### src/rtl/pcs_receive_if.sv
// SUDI input side and GMII receive side of the 1000BASE-X PCS receive function.
// Signal names follow the IEEE 802.3 clause 36 names used on the block boundary.
interface pcs_receive_if;
  logic        code_sync_status;
  logic [10:0] SUDI;
  logic [7:0]  RXD;
  logic        RX_DV;
  logic        RX_ER;
  logic        receiving;

  modport master (
    output code_sync_status, SUDI,
    input  RXD, RX_DV, RX_ER, receiving
  );

  modport slave (
    input  code_sync_status, SUDI,
    output RXD, RX_DV, RX_ER, receiving
  );
endinterface

### src/rtl/pcs_receive.sv
// 1000BASE-X PCS receive: disparity-agnostic 10b/8b decode plus packet reception FSM
// driving registered GMII RXD/RX_DV/RX_ER and the receiving flag (1 clock latency).
module pcs_receive #(
  parameter logic [7:0] SOP_BYTE = 8'h55,
  parameter logic [7:0] ERR_BYTE = 8'h0E
) (
  input logic         Clk,
  input logic         mr_main_reset,
  pcs_receive_if.slave bus
);
  localparam int unsigned GRP_W = 10;
  localparam int unsigned OCT_W = 8;

  localparam logic [GRP_W-1:0] K285_N = 10'b0011111010;
  localparam logic [GRP_W-1:0] K285_P = 10'b1100000101;
  localparam logic [GRP_W-1:0] SOP_N  = 10'b1101101000;
  localparam logic [GRP_W-1:0] SOP_P  = 10'b0010010111;
  localparam logic [GRP_W-1:0] EOP_N  = 10'b1011101000;
  localparam logic [GRP_W-1:0] EOP_P  = 10'b0100010111;
  localparam logic [GRP_W-1:0] CEX_N  = 10'b1110101000;
  localparam logic [GRP_W-1:0] CEX_P  = 10'b0001010111;

  // RD- forms (abcdei / fghj); RD+ forms are complements for unbalanced codes, D.7 and y=3.
  localparam logic [5:0] ENC6 [32] = '{
    6'b100111, 6'b011101, 6'b101101, 6'b110001, 6'b110101, 6'b101001, 6'b011001, 6'b111000,
    6'b111001, 6'b100101, 6'b010101, 6'b110100, 6'b001101, 6'b101100, 6'b011100, 6'b010111,
    6'b011011, 6'b100011, 6'b010011, 6'b110010, 6'b001011, 6'b101010, 6'b011010, 6'b111010,
    6'b110011, 6'b100110, 6'b010110, 6'b110110, 6'b001110, 6'b101110, 6'b011110, 6'b101011
  };
  localparam logic [3:0] ENC4 [8] = '{
    4'b1011, 4'b1001, 4'b0101, 4'b1100, 4'b1101, 4'b1010, 4'b0110, 4'b1110
  };

  typedef enum logic [2:0] {
    LINK_FAILED,
    WAIT_FOR_K,
    RX_K,
    IDLE_D,
    RECEIVE,
    TRR_EXTEND
  } state_t;

  function automatic logic [5:0] enc6(input logic [4:0] x, input logic rd_pos);
    logic [5:0] c;
    c = ENC6[x];
    if (rd_pos && (($countones(c) != 3) || (x == 5'd7))) c = ~c;
    return c;
  endfunction

  function automatic logic [3:0] enc4(input logic [2:0] y, input logic rd_pos, input logic alt);
    logic [3:0] c;
    c = ((y == 3'd7) && alt) ? 4'b0111 : ENC4[y];
    if (rd_pos && (($countones(c) != 2) || (y == 3'd3))) c = ~c;
    return c;
  endfunction

  // Full 10b encoding of an octet starting from the given running disparity.
  function automatic logic [GRP_W-1:0] enc10(input logic [OCT_W-1:0] d, input logic rd_pos);
    logic [5:0] c6;
    logic       rd_mid;
    logic       alt;
    c6     = enc6(d[4:0], rd_pos);
    rd_mid = rd_pos ^ ($countones(c6) != 3);
    alt    = rd_mid ? ((d[4:0] == 5'd11) || (d[4:0] == 5'd13) || (d[4:0] == 5'd14))
                    : ((d[4:0] == 5'd17) || (d[4:0] == 5'd18) || (d[4:0] == 5'd20));
    return {c6, enc4(d[7:5], rd_mid, alt)};
  endfunction

  // Returns {valid, octet}: sub-blocks are located independently, then the whole
  // group must equal the octet's RD- or RD+ encoding.
  function automatic logic [OCT_W:0] dec10(input logic [GRP_W-1:0] g);
    logic [4:0] x;
    logic [2:0] y;
    logic       f6;
    logic       f4;
    logic       ok;
    x  = '0;
    y  = '0;
    f6 = 1'b0;
    f4 = 1'b0;
    for (int i = 0; i < 32; i++) begin
      if ((enc6(5'(i), 1'b0) == g[9:4]) || (enc6(5'(i), 1'b1) == g[9:4])) begin
        x  = 5'(i);
        f6 = 1'b1;
      end
    end
    for (int j = 0; j < 8; j++) begin
      for (int a = 0; a < 2; a++) begin
        if ((enc4(3'(j), 1'b0, 1'(a)) == g[3:0]) || (enc4(3'(j), 1'b1, 1'(a)) == g[3:0])) begin
          y  = 3'(j);
          f4 = 1'b1;
        end
      end
    end
    ok = f6 && f4 && ((g == enc10({y, x}, 1'b0)) || (g == enc10({y, x}, 1'b1)));
    return {ok, y, x};
  endfunction

  state_t           r_state;
  state_t           w_state_nxt;
  logic [OCT_W-1:0] r_rxd;
  logic [OCT_W-1:0] w_rxd_nxt;
  logic             r_rx_dv;
  logic             w_rx_dv_nxt;
  logic             r_rx_er;
  logic             w_rx_er_nxt;
  logic             r_receiving;
  logic             w_receiving_nxt;

  logic [GRP_W-1:0] w_grp;
  logic             w_even;
  logic [OCT_W:0]   w_dec;
  logic             w_is_data;
  logic             w_is_k;
  logic             w_is_s;
  logic             w_is_t;
  logic             w_is_r;

  assign w_grp     = bus.SUDI[9:0];
  assign w_even    = bus.SUDI[10];
  assign w_dec     = dec10(w_grp);
  assign w_is_data = w_dec[OCT_W];
  assign w_is_k    = (w_grp == K285_N) || (w_grp == K285_P);
  assign w_is_s    = (w_grp == SOP_N)  || (w_grp == SOP_P);
  assign w_is_t    = (w_grp == EOP_N)  || (w_grp == EOP_P);
  assign w_is_r    = (w_grp == CEX_N)  || (w_grp == CEX_P);

  // Next state and next registered outputs.
  always_comb begin
    w_state_nxt = r_state;
    w_rxd_nxt   = '0;
    w_rx_dv_nxt = 1'b0;
    w_rx_er_nxt = 1'b0;
    if (!bus.code_sync_status) begin
      w_state_nxt = LINK_FAILED;
      if (r_receiving) begin
        w_rx_er_nxt = 1'b1;
        w_rxd_nxt   = ERR_BYTE;
      end
    end else begin
      case (r_state)
        LINK_FAILED: w_state_nxt = WAIT_FOR_K;
        WAIT_FOR_K:  if (w_is_k && w_even) w_state_nxt = RX_K;
        RX_K:        w_state_nxt = w_is_data ? IDLE_D : WAIT_FOR_K;
        IDLE_D: begin
          if (w_is_k) begin
            w_state_nxt = RX_K;
          end else if (w_is_s) begin
            w_state_nxt = RECEIVE;
            w_rx_dv_nxt = 1'b1;
            w_rxd_nxt   = SOP_BYTE;
          end else begin
            w_state_nxt = WAIT_FOR_K;
          end
        end
        RECEIVE: begin
          if (w_is_data) begin
            w_rx_dv_nxt = 1'b1;
            w_rxd_nxt   = w_dec[OCT_W-1:0];
          end else if (w_is_t) begin
            w_state_nxt = TRR_EXTEND;
          end else if (w_is_k && w_even) begin
            w_state_nxt = RX_K;
            w_rx_er_nxt = 1'b1;
            w_rxd_nxt   = ERR_BYTE;
          end else begin
            w_rx_dv_nxt = 1'b1;
            w_rx_er_nxt = 1'b1;
            w_rxd_nxt   = ERR_BYTE;
          end
        end
        TRR_EXTEND: begin
          if (w_is_r)      w_state_nxt = TRR_EXTEND;
          else if (w_is_k) w_state_nxt = RX_K;
          else             w_state_nxt = WAIT_FOR_K;
        end
        default: w_state_nxt = LINK_FAILED;
      endcase
    end
    w_receiving_nxt = (w_state_nxt == RECEIVE) || (w_state_nxt == TRR_EXTEND);
  end

  always_ff @(posedge Clk) begin
    if (mr_main_reset) begin
      r_state     <= LINK_FAILED;
      r_rxd       <= '0;
      r_rx_dv     <= 1'b0;
      r_rx_er     <= 1'b0;
      r_receiving <= 1'b0;
    end else begin
      r_state     <= w_state_nxt;
      r_rxd       <= w_rxd_nxt;
      r_rx_dv     <= w_rx_dv_nxt;
      r_rx_er     <= w_rx_er_nxt;
      r_receiving <= w_receiving_nxt;
    end
  end

  assign bus.RXD       = r_rxd;
  assign bus.RX_DV     = r_rx_dv;
  assign bus.RX_ER     = r_rx_er;
  assign bus.receiving = r_receiving;
endmodule

### src/flat_wrapper.sv
// flat-port wrapper written by rule: the top's interface ports become plain ports
module pcs_receive_flat 
#(
  parameter logic [7:0] SOP_BYTE = 8'h55,
  parameter logic [7:0] ERR_BYTE = 8'h0E
)
  (Clk, mr_main_reset, bus_code_sync_status, bus_SUDI, bus_RXD, bus_RX_DV, bus_RX_ER, bus_receiving);
  pcs_receive_if bus_i ();
  input logic Clk;
  input logic mr_main_reset;
  input wire logic [$bits(bus_i.code_sync_status)-1:0] bus_code_sync_status;
  input wire logic [$bits(bus_i.SUDI)-1:0] bus_SUDI;
  output wire logic [$bits(bus_i.RXD)-1:0] bus_RXD;
  output wire logic [$bits(bus_i.RX_DV)-1:0] bus_RX_DV;
  output wire logic [$bits(bus_i.RX_ER)-1:0] bus_RX_ER;
  output wire logic [$bits(bus_i.receiving)-1:0] bus_receiving;
  assign bus_i.code_sync_status = bus_code_sync_status;
  assign bus_i.SUDI = bus_SUDI;
  assign bus_RXD = bus_i.RXD;
  assign bus_RX_DV = bus_i.RX_DV;
  assign bus_RX_ER = bus_i.RX_ER;
  assign bus_receiving = bus_i.receiving;
  pcs_receive #(.SOP_BYTE(SOP_BYTE), .ERR_BYTE(ERR_BYTE)) u_core (.Clk(Clk), .mr_main_reset(mr_main_reset), .bus(bus_i));
endmodule
### config.mk
export PLATFORM = sky130hd
export DESIGN_NAME = pcs_receive_flat
export DESIGN_NICKNAME = d
export VERILOG_FILES = /design/src/rtl/pcs_receive_if.sv /design/src/rtl/pcs_receive.sv /design/src/flat_wrapper.sv
export SDC_FILE = /design/constraint.sdc
export NUM_CORES = 1
export LEC_CHECK = 0
export BUFFER_PORTS_ARGS = -buffer_cell sky130_fd_sc_hd__clkbuf_2
export CAP_MARGIN = 10
export CELL_PAD_IN_SITES_DETAIL_PLACEMENT = 0
export CELL_PAD_IN_SITES_GLOBAL_PLACEMENT = 1
export CORE_MARGIN = 4
export CORE_UTILIZATION = 40
export DETAILED_ROUTE_END_ITERATION = 8
export GPL_TIMING_DRIVEN = 0
export PLACE_DENSITY_LB_ADDON = 0.1
export SLEW_MARGIN = 30
export SYNTH_ARGS = -nofsm -noshare
export SYNTH_HDL_FRONTEND = slang
export SYNTH_SLANG_ARGS = --single-unit
### constraint.sdc
create_clock -name Clk -period 16.1 [get_ports Clk]
set_input_delay 3.22 -clock Clk [delete_from_list [all_inputs] [get_ports Clk]]
set_output_delay 3.22 -clock Clk [all_outputs]
set_load 0.03 [all_outputs]
# Word level (Yosys, flattened, before mapping)
# Memory sizes are Yosys's and may differ from the RTL's.
# Index checks and enable logic that the tools add are counted.
dict set report word_totals {
  register_bits 14
  mem_bits_ro 224
  inputBits 14
  output_inout_bits 11
  word_cells 282
  memories 2
}
dict set report classes {
  add_sub_neg 16
  magnitude_cmp 2
  eq_ne 90
  n_mux 119
  bitwise 7
  reduce_logical 41
}
# memory depth width rd rd_ports_with_merged_regs wr line_no
set memory_table {}
lappend memory_table {{(no name shown)} 32 6 1 0 0 pcs_receive.sv:45} ;# c = ENC6[x];
lappend memory_table {{(no name shown)} 8 4 1 0 0 pcs_receive.sv:52} ;# c = ((y == 3'd7) && alt) ? 4'b0111 : ENC4[y];
# cell count
set op_table {}
lappend op_table {{$add A32 B32 Y32} 6}
lappend op_table {{$mux W5} 30}
lappend op_table {{$eq A6 B6 Y1 const A} 23}
lappend op_table {{$ne A32 B3 Y1 const B} 4}
lappend op_table {{$eq A5 B6 Y1 const A} 14}
lappend op_table {{$mux W1} 55}
lappend op_table {{$eq A10 B10 Y1 const B} 4}
lappend op_table {{$eq A4 B6 Y1 const A} 6}
lappend op_table {{$mux W3} 12}
lappend op_table {{$logic_or A1 B1 Y1} 32}
lappend op_table {{$mux W4} 8}
lappend op_table {{$eq A4 B4 Y1 const A} 7}
lappend op_table {{$mux W8} 3}
lappend op_table {{$add A1 B1 Y2} 10}
lappend op_table {{$eq A10 B10 Y1} 2}
lappend op_table {{$eq A10 B8 Y1 const B} 2}
lappend op_table {{$eq A3 B6 Y1 const A} 3}
lappend op_table {{$mux W6} 3}
lappend op_table {{$pmux W3 S6} 1}
lappend op_table {{$eq A3 B4 Y1 const A} 4}
lappend op_table {{$pmux W8 S2} 1}
lappend op_table {{$eq A3 B3 Y1 const B} 5}
lappend op_table {{$eq A5 B4 Y1 const B} 3}
lappend op_table {{$eq A5 B5 Y1 const B} 3}
lappend op_table {{other kinds (20)} 34}

# Logic depth before layout (Yosys ltp)
# Gate-level depths: netlist of the first run.
dict set report logic_depth {
  word_depth 64
  ltp_mapped 47
  ltp_nobuf 42
}

# Worst setup path after synthesis of the first run
# OpenSTA, ideal clock, no wires.
dict set report synth_path {
  path_kind {input to register}
  start {input port bus_SUDI[6]}
  end {register u_core.r_rxd[1], in the netlist u_core.bus.RXD[1]}
  setup_ps 152
  arrival_ps 13058
  required_ps 15948
  setup_slack_ps 2890
  path_stages 41
  n_path_buf 6
  path_cell_list {buf_2 buf_4 buf_4 buf_6 clkbuf_1 o21ai_0 a22o_1 a211oi_1 inv_1 ha_1 o32ai_1 nor2_1 a221o_1 ha_1 fa_1 ha_1 or4b_2 a31oi_1 [5 not listed] or4b_2 clkbuf_1 nor2_1 a21oi_1 nor2b_1 ha_1 ha_1 fa_1 or3b_2 nand2b_1 a21o_1 o21ai_0 a221o_1 a211o_1 o32a_1 o32ai_4 and2_4 a31oi_1}
}
dict set report synth_between {
  elab_chain_len 62
  elab_cells_between_ends 192
  cone_classes {add/sub: 16; eq/ne: 63; mux: 77; bitwise: 5; reduce/logical: 30; memory: 1}
}
# item line_no
set synth_lines {}
lappend synth_lines {{start, declared} flat_wrapper.sv:12} ;# input wire logic [$bits(bus_i.SUDI)-1:0] bus_SUDI;
lappend synth_lines {{$eq A5 B6 Y1 or $eq A6 B6 Y1 (tied branches)} pcs_receive.sv:82} ;# if ((enc6(5'(i), 1'b0) == g[9:4]) || (enc6(5'(i), 1'b1) == g[9:4])) begin
lappend synth_lines {{$logic_or A1 B1 Y1} pcs_receive.sv:82}
lappend synth_lines {{$mux W1} pcs_receive.sv:82}
lappend synth_lines {{$mux W5 (30 in a row)} pcs_receive.sv:82}
lappend synth_lines {{$not A5 Y6 (implied by the code)} pcs_receive.sv:45}
lappend synth_lines {{$mem_v2 Z32 W6} -}
lappend synth_lines {{$mux W6 (implied by the code) (2 in a row)} pcs_receive.sv:45}
lappend synth_lines {{$add A1 B1 Y2 (implied by the code)} pcs_receive.sv:46} ;# if (rd_pos && (($countones(c) != 3) || (x == 5'd7))) c = ~c;
lappend synth_lines {{[16 not listed]} -}
lappend synth_lines {{$logic_and A1 B1 Y1} pcs_receive.sv:53} ;# if (rd_pos && (($countones(c) != 2) || (y == 3'd3))) c = ~c;
lappend synth_lines {{$mux W4} pcs_receive.sv:53}
lappend synth_lines {{$eq A10 B10 Y1} pcs_receive.sv:95} ;# ok = f6 && f4 && ((g == enc10({y, x}, 1'b0)) || (g == enc10({y, x}, 1'b1)));
lappend synth_lines {{$logic_or A1 B1 Y1} pcs_receive.sv:95}
lappend synth_lines {{$logic_and A1 B1 Y1} pcs_receive.sv:95}
lappend synth_lines {{$mux W8} pcs_receive.sv:157} ;# if (w_is_data) begin
lappend synth_lines {{$pmux W8 S2 *} pcs_receive.sv:141} ;# case (r_state)
lappend synth_lines {{$mux W8 *} pcs_receive.sv:134} ;# if (!bus.code_sync_status) begin
lappend synth_lines {{end signal, assigned} pcs_receive.sv:192} ;# r_rxd <= w_rxd_nxt;
lappend synth_lines {{end, declared} pcs_receive.sv:101} ;# logic [OCT_W-1:0] r_rxd;
# Mark *: on every way between the ends. The rest lies on a longest branch, timed or not. The select of a mux whose other input is x is not followed.
# A chain may end at the register's enable or synchronous reset.

# Worst setup path after layout of the first run
dict set report layout_path {
  start {input port bus_SUDI[4]}
  end {register u_core.r_rxd[1], in the netlist u_core.bus.RXD[1]}
}
# Same word-level chain as after synthesis.

==> results.json, run 1 <==
{
  "outcome": "completed",
  "synth_area_per_cell_um2": 6.88,
  "hold_violations": 0,
  "grt_pass1_vias": 3549,
  "r2r_setup_slack_ns": 14.42,
  "leakage_uw": 0.00140,
  "antenna_found_initial": 0,
  "cts_setup_buffers": 0,
  "multi_input_area_um2": 2800,
  "area_growth_pct": 8.59,
  "ys_async_sr_fraction_pct": 0,
  "grt_pass1_wl_um": 18100,
  "numCtsBuffers": 3,
  "io_buffers": 21,
  "cp-end-kind": "flop",
  "crit_top_cell": "ha_1",
  "num_rows": 33,
  "die_y_um": 99.7,
  "maxSlewHeadroom_pct": 44.4,
  "critical_path.max_fanout": 10,
  "fin_setup_tns_ns": 0,
  "routabilityCongestion": 0.959,
  "synth_fp_nets": 527,
  "p_per_area_nw_per_um2": 86.5,
  "place_ws_ns": 1.32,
  "cts_tree": "yes",
  "setup_viol": 0,
  "drtIter0Drc": 496,
  "clk_pin_slew_worst_paths_ns": 0.05,
  "drv_cap": 0,
  "setup_slack_ns": 1.75,
  "ant_nets": 0,
  "worst_pin_slew_ns": 0.824,
  "yosys_register_bits": 14,
  "crit_path_top_delay_cell": "or4b_2",
  "drc_errors": 0,
  "finalClockSkew_ns": 0.00355,
  "seq_area_um2": 280,
  "wl_per_cell_um": 17.6,
  "path_class": "in -> reg",
  "dpl.hpwl_um": 8680,
  "max_stage_delay_ns": 0.75,
  "seq_area_frac_synth_pct": 8.33,
  "synth_cells": 489,
  "wirelength_um": 10900,
  "cts_resized": 0,
  "clock-sinks": 14,
  "grt.overflow.total": 0,
  "min_path_type": "reg -> reg",
  "dieArea_um2": 9940,
  "vias_per_cell": 6.24,
  "dr.pass1.iters": 5,
  "start_util_pct": 40.9,
  "period_minus_slack_ns": 14.35,
  "core_um2": 8220,
  "pin_count": 25,
  "vdd_drop_max_uv": 39.2,
  "grt_start_max_net_pins": 11,
  "synth_cell_types": 82,
  "clk_path_buf_depth": 2,
  "synth-edff-count": 0,
  "cp.required_ns": 16.18,
  "ys.flop_type": "dfxtp_1",
  "vias": 3855,
  "utilization_pct": 44.4,
  "die_width_um": 99.7,
  "htreeDepth": 1,
  "fmax_mhz": 69.7,
  "final_cells": 618,
  "cts_root_buffer": "clkbuf_8",
  "worstSkewPairLatency_ns": 0.23,
  "crit_arrival_ns": 14.44,
  "final.period_utilization_pct": 89.1,
  "netlist_area_um2": 3360,
  "final_nets": 553,
  "final_max_slew_viol_count": 0,
  "rsz0062_at_grt": "false",
  "crit_path_start_kind": "input pin",
  "final.fill_count": 877,
  "ys_warn_count": 0,
  "drive_gt1_share_pct": 14.2,
  "grt_util_all_layers_pct": 21.7,
  "antennaDiodeCount": 0,
  "dp_cells": 615,
  "cts_hold_buf": 0
}
cell usage in the layout, fill, tap and decap left out, drive strengths merged, types with 3 or more instances in the layout:
cell and instances:
or2 5, and2 5, inv 23, nand2 54, dfxtp 14, or4b 4, a21oi 42, a221o 5
nor3 6, nor2b 15, nor2 46, nand3 21, or3 3, o22ai 10, a32oi 5, o41ai 3
a21o 5, a211oi 9, clkbuf 39, nor3b 3, ha 19, xor2 3, o211ai 11, a22o 3
a31oi 13, o32ai 3, fa 5, xnor2 6, o21a 3, nor4 6, nand2b 14, o21ai 34
nand4 4, a211o 6, buf 22
where the power goes:
part           switching [uW]  internal [uW]
clock                    9.72           16.4
sequential              0.181           34.9
combinational             153            102
logic make-up after synthesis:
| kind of cell | after synthesis | share of synthesized area, % |
|---|---|---|
| AND/OR/NAND/NOR | 198 | 31.0 |
| AO/OA/AOI/OAI | 179 | 38.1 |
| buffers and inverters | 60 | 8.71 |
| adder cells (fa/ha/maj) | 26 | 10.6 |
| flip-flops | 14 | 8.33 |
| XOR/XNOR | 9 | 2.34 |
| multiplexers | 3 | 0.930 |
synth_stat cells (8+ instances only):
cell type  count  area share (%)
inv_1         23             2.6
nor2b_1       15             2.8
clkbuf_1      15             1.7
ha_1          19             7.1
o22ai_1       10             1.9
nand2b_1      14             2.6
a31oi_1       13             2.4
dfxtp_1       14             8.3
buf_2          9             1.3
o21ai_0       31             4.6
nand3_1       21             3.1
nand2_1       52             5.8
a211oi_1       8             1.8
nor2_1        45             5.0
a21oi_1       42             6.2
o211ai_1      11             2.5
layout make-up:
type / instances / area share (%)
timing repair buffer: 21 / 2.88
inverter: 23 / 2.36
sequential: 14 / 7.67
tap: 105 / 3.60
clock buffer: 3 / 1.13
multi-input combinational: 415 / 76.7
buffer: 37 / 5.65
path summary, 6_finish.rpt:
kind | from | endpoint | depth (start not counted)
max | bus_SUDI[4] | u_core.bus.RXD[1] | 40
min | u_core.bus.receiving | u_core.bus.RX_ER | 2
max reg2reg | u_core.r_state[2] | u_core.bus.RXD[2] | 7
min reg2reg | u_core.bus.receiving | u_core.bus.RX_ER | 2
routing by layer:
layer,vias up,track usage [%],wire [um]
met3,14,2.59,766
met1,1794,31.1,5030
met2,166,34.8,4910
met5,-,0,0
met4,0,4.52,191
li1,1881,-,-
critical path, delay by kind of cell:
family,cells,cell delay [ns]
buffers and inverters,7,1.80
AND/OR/NAND/NOR,9,2.67
adder cells (fa/ha/maj),9,3.07
AO/OA/AOI/OAI,15,3.66
through the flow:
step / power [uW] / cell area [um2] / hold WS (ns)
2_1_floorplan: 230 / 3360 / 0.629
3_3_place_gp: 281 / 3600 / 0.612
3_5_place_dp: 283 / 3600 / 0.604
4_1_cts: 311 / 3640 / 0.623
5_1_grt: 350 / 3650 / 0.654
6_report: 316 / 3650 / 0.619
flip-flops by register name, summed over array words and instances, names as in the netlist:
register	count
u_core.bus.RXD	8
u_core.bus.receiving	1
u_core.bus.RX_DV	1
u_core.bus.RX_ER	1
u_core.r_state	3
Power figures use the tool's default switching activity.
==> run 2: changes to the inputs <==
--- a/config.mk
+++ b/config.mk
@@ -14,6 +14,7 @@
 export DETAILED_ROUTE_END_ITERATION = 8
 export GPL_TIMING_DRIVEN = 0
 export PLACE_DENSITY_LB_ADDON = 0.1
+export REMOVE_ABC_BUFFERS = 1
 export SLEW_MARGIN = 30
 export SYNTH_ARGS = -nofsm -noshare
 export SYNTH_HDL_FRONTEND = slang
==> run 2 against run 1 <==
- first-iteration DRC count fell by 42%
- via count fell by 5.0%
- total power fell by 2.9%
- die area did not move
- non-clock buffer count fell by 34
- setup slack improved by 0.50 ns
- register-to-register slack improved by 0.14 ns
==> results.json, run 2 (synthesis gave the netlist of run 1 again) <==
{
  "grt_start_max_net_pins": 48,
  "grt_pass1_wl_um": 17500,
  "crit_top_cell": "ha_1",
  "worstSkewPairLatency_ns": 0.24,
  "numCtsBuffers": 3,
  "r2r-start": "u_core.r_state[2]",
  "cp.required_ns": 16.19,
  "wirelength_um": 10300,
  "r2r_setup_slack_ns": 14.56,
  "grt_pass1_vias": 3379,
  "grt_util_all_layers_pct": 20.7,
  "fmax_mhz": 72.2,
  "clk_path_buf_depth": 2,
  "drc_errors": 0,
  "final_cell_mix": "nand2_1 (52), nor2_1 (45), a21oi_1 (42), o21ai_0 (31), clkbuf_2 (24)",
  "post_dp_cell_area_um2": 3410,
  "hold_violations": 0,
  "antenna_found_initial": 0,
  "period_minus_slack_ns": 13.85,
  "cts_hold_buf": 0,
  "final.period_utilization_pct": 86.0,
  "vdd_drop_max_uv": 46.1,
  "critPathCapture": "u_core.bus.RXD[1]",
  "core_um2": 8220,
  "vias": 3664,
  "p_per_area_nw_per_um2": 88.6,
  "r2r_cells": 6,
  "maxSlewHeadroom_pct": 41.6,
  "fin_area_um2": 3460,
  "final_max_slew_viol_count": 0,
  "drtIter0Drc": 289,
  "fin_setup_tns_ns": 0,
  "ant_nets": 0,
  "outcome": "completed",
  "crit_path_start_kind": "input pin",
  "area_growth_pct": 2.90,
  "utilization_pct": 42.1,
  "path_delay_family": "compound AO/OA/AOI/OAI gates",
  "drive_gt1_share_pct": 11.9,
  "final_common_cell": "nand2_1",
  "min_path_type": "reg -> reg",
  "hold-worst-slack_ns": 0.621,
  "dr.pass1.iters": 4,
  "die_width_um": 99.7,
  "grt.overflow.total": 0,
  "drv_cap": 0,
  "clk_pin_slew_worst_paths_ns": 0.05,
  "wl_per_cell_um": 17.7,
  "dpl.hpwl_um": 7650,
  "crit_arrival_ns": 13.94,
  "largest_reg_flops": 8,
  "num_rows": 33,
  "crit_path_top_delay_cell": "or4b_2",
  "final_nets": 519,
  "r2r-end": "u_core.bus.RXD[2]",
  "finalClockSkew_ns": 0.00409,
  "cp-end-kind": "flop",
  "routabilityCongestion": 0.894,
  "cts_tree": "yes",
  "cts_root_buffer": "clkbuf_8",
  "path_buf_inv": 3,
  "clock-sinks": 14,
  "vias_per_cell": 6.27,
  "path_class": "in -> reg",
  "worst_pin_slew_ns": 0.875,
  "die_y_um": 99.7,
  "htreeDepth": 1,
  "setup_viol": 0,
  "start_util_pct": 40.9,
  "leakage_uw": 0.00130,
  "critical_path.max_fanout": 43,
  "cts_resized": 0,
  "max_stage_delay_ns": 0.74,
  "critical_path_depth": 38,
  "cts_setup_buffers": 0,
  "io_buffers": 24,
  "antennaDiodeCount": 0,
  "pin_count": 25,
  "dieArea_um2": 9940,
  "rsz0062_at_grt": "false",
  "final.fill_count": 886,
  "critPathLaunch": "bus_SUDI[7]"
}
## run 2: cell types whose count changed in the layout (fill, tap and decap cells not counted), sizes merged
cell / delta
clkbuf: -12
buf: -22
## run 2: worst min-delay path by stage
| stage | startpoint | to | slack (ns) | depth (start not counted) |
|---|---|---|---|---|
| finish | u_core.bus.receiving | u_core.bus.RX_ER | 0.62 | 2 |
| global placement | u_core.bus.receiving | u_core.bus.RX_ER | 0.61 | 2 |
| detailed placement | u_core.bus.receiving | u_core.bus.RX_ER | 0.62 | 2 |
| global route | u_core.bus.receiving | u_core.bus.RX_ER | 0.66 | 2 |
| floorplan | u_core.r_state[1] | u_core.r_state[1] | 0.59 | 2 |
| CTS | u_core.bus.receiving | u_core.bus.RX_ER | 0.63 | 2 |
## run 2: final cells by class
class / count / area [um2] / share of cell area (%)
clock buffer: 3 / 41.3 / 1.19
multi-input combinational: 415 / 2800 / 80.9
tap: 105 / 131 / 3.80
sequential: 14 / 280 / 8.10
inverter: 23 / 86.3 / 2.49
timing repair buffer: 24 / 120 / 3.47
## run 2: where the power goes
group          internal [uW]  switching (uW)
Sequential              34.8           0.208
Clock                   16.5            10.5
Combinational           96.7             148
Total                    148             159
## run 2: worst register-to-register path: stages (launching register included)
cell     delay [ns]
dfxtp_1        0.51
nand2_1        0.23
o21ai_0        0.17
nand2_1        0.08
o21a_1         0.18
a21o_1         0.17
a31oi_1        0.13
## run 2: metal layers
metal  vias up  track usage (%)  wire, um
li1       1811                -         -
met1      1752             30.6      5000
met2        95             34.0      4810
met3         6            0.701       411
met4         0             3.36        85
met5         -                0         0
## run 2: metrics by stage
| step | cells | setup slack, ns | power [uW] |
|---|---|---|---|
| floorplan | 452 | 3.68 | 217 |
| detailed placement | 581 | 1.68 | 277 |
| global route | 584 | 1.47 | 342 |
| global placement | 581 | 1.72 | 272 |
| finish | 584 | 2.25 | 307 |
| CTS | 584 | 1.86 | 306 |
==> run 3: changes to the inputs <==
--- a/config.mk
+++ b/config.mk
@@ -10,7 +10,7 @@
 export CELL_PAD_IN_SITES_DETAIL_PLACEMENT = 0
 export CELL_PAD_IN_SITES_GLOBAL_PLACEMENT = 1
 export CORE_MARGIN = 4
-export CORE_UTILIZATION = 40
+export CORE_UTILIZATION = 45
 export DETAILED_ROUTE_END_ITERATION = 8
 export GPL_TIMING_DRIVEN = 0
 export PLACE_DENSITY_LB_ADDON = 0.1
==> run 3 against run 2 <==
- clock power increased by 20%
- sequential power about the same
- fmax increased by 0.78%
- total power increased by 0.76%
- die area decreased by 10%
- largest power group unchanged
==> results.json, run 3 (synthesis gave the netlist of run 1 again) <==
{
  "outcome": "completed",
  "path_buf_inv": 3,
  "die_y_um": 94.5,
  "htreeDepth": 1,
  "drive_gt1_share_pct": 12.1,
  "cts_root_buffer": "clkbuf_8",
  "setup_slack_ns": 2.36,
  "dieArea_um2": 8920,
  "clk_path_buf_depth": 2,
  "place_ws_ns": 1.78,
  "clk_pin_slew_worst_paths_ns": 0.05,
  "clock-sinks": 14,
  "path_class": "in -> reg",
  "fin_setup_tns_ns": 0,
  "cp-end-kind": "flop",
  "vias_per_cell": 6.22,
  "vias": 3604,
  "drtIter0Drc": 233,
  "final_nets": 519,
  "vdd_drop_max_uv": 44.1,
  "p_per_area_nw_per_um2": 89.1,
  "hold_violations": 0,
  "path_delay_family": "compound AO/OA/AOI/OAI gates",
  "cts_resized": 0,
  "final_cells": 579,
  "ant_nets": 0,
  "p_total_uw": 309,
  "num_rows": 31,
  "grt_util_all_layers_pct": 21.4,
  "grt.overflow.total": 0,
  "crit_top_cell": "ha_1",
  "setup_viol": 0,
  "final_common_cell": "nand2_1",
  "dr.pass1.iters": 5,
  "critical_path.max_fanout": 43,
  "final.fill_count": 775,
  "worstSkewPairLatency_ns": 0.24,
  "largest_reg_flops": 8,
  "final.period_utilization_pct": 85.4,
  "drv_cap": 0,
  "hold_path_startpoint": "u_core.bus.receiving",
  "area_growth_pct": 3.09,
  "holdPathStages": 2,
  "rsz0062_at_grt": "false",
  "grt_pass1_vias": 3093,
  "r2r_cells": 6,
  "fmax_mhz": 72.8,
  "antennaDiodeCount": 0,
  "maxSlewHeadroom_pct": 41.9,
  "die_width_um": 94.5,
  "finalClockSkew_ns": 0.00439,
  "numCtsBuffers": 3,
  "cp.required_ns": 16.19,
  "wirelength_um": 9640,
  "routabilityCongestion": 0.894,
  "crit_arrival_ns": 13.83,
  "r2r-end": "u_core.bus.RXD[2]",
  "hold_end": "u_core.bus.RX_ER",
  "leakage_uw": 0.00130,
  "crit_path_start_kind": "input pin",
  "min_path_type": "reg -> reg",
  "final_cell_mix": "nand2_1 (52), nor2_1 (45), a21oi_1 (42), o21ai_0 (31), clkbuf_2 (24)",
  "grt_start_max_net_pins": 48,
  "io_buffers": 24,
  "grt_pass1_wl_um": 15700,
  "core_um2": 7250,
  "worst_pin_slew_ns": 0.872,
  "dp_cells": 575,
  "antenna_found_initial": 0,
  "pin_count": 25,
  "cts_setup_buffers": 0,
  "r2r-start": "u_core.r_state[1]",
  "cts_hold_buf": 0,
  "wl_per_cell_um": 16.7,
  "drc_errors": 0,
  "start_util_pct": 46.4,
  "period_minus_slack_ns": 13.74,
  "dpl.hpwl_um": 7230,
  "r2r_setup_slack_ns": 14.56,
  "max_stage_delay_ns": 0.74,
  "cts_tree": "yes",
  "crit_path_top_delay_cell": "or4b_2",
  "final_max_slew_viol_count": 0
}
run 3: cell types whose count changed in the layout (fill, tap and decap cells not counted):
| cell | previous run | this run |
|---|---|---|
| clkbuf_8 | 3 | 4 |
run 3: final cells by class:
type                    instances  area (um2)  share of cell area [%]
well taps                      99         124                    3.57
repair buffers                 24         120                    3.46
inverters                      23        86.3                    2.49
flip-flops and latches         14         280                    8.08
multi-input cells             415        2800                    80.8
clock buffers                   4        55.1                    1.59
run 3: worst max-delay path by stage:
stage	from	endpoint	slack [ns]	depth (start not counted)
finish	bus_SUDI[7]	u_core.bus.RXD[1]	2.36	37
global route	bus_SUDI[7]	u_core.bus.RXD[3]	1.71	39
floorplan	bus_SUDI[7]	u_core.bus.RXD[1]	3.68	37
detailed placement	bus_SUDI[7]	u_core.bus.RXD[1]	1.78	37
CTS	bus_SUDI[7]	u_core.bus.RXD[1]	2.00	37
global placement	bus_SUDI[7]	u_core.bus.RXD[1]	1.67	38
run 3: through the flow:
stage	util, %	instance area [um2]	hold slack, ns
floorplan	-	3160	0.586
global placement	46.9	3400	0.609
detailed placement	46.9	3400	0.599
CTS	47.6	3460	0.612
global route	47.8	3470	0.658
finish	47.8	3470	0.605
run 3: worst reg2reg max path, cell delays in order, from the launching register on:
cell     delay, ns
dfxtp_1       0.45
nand2_1       0.10
nor2_1        0.10
nand3_1       0.22
o21a_1        0.29
a21o_1        0.17
a31oi_1       0.12
run 3: layer usage:
layer	GRT usage, %	part of all wire (%)
met2	34.9	46
met4	4.21	0.71
met3	1.12	5.4
met5	0	0
met1	31.1	48
run 3: power breakdown:
| group | switching [uW] | internal, uW |
|---|---|---|
| Sequential | 0.214 | 34.8 |
| Combinational | 145 | 96.3 |
| Clock | 10.7 | 21.6 |
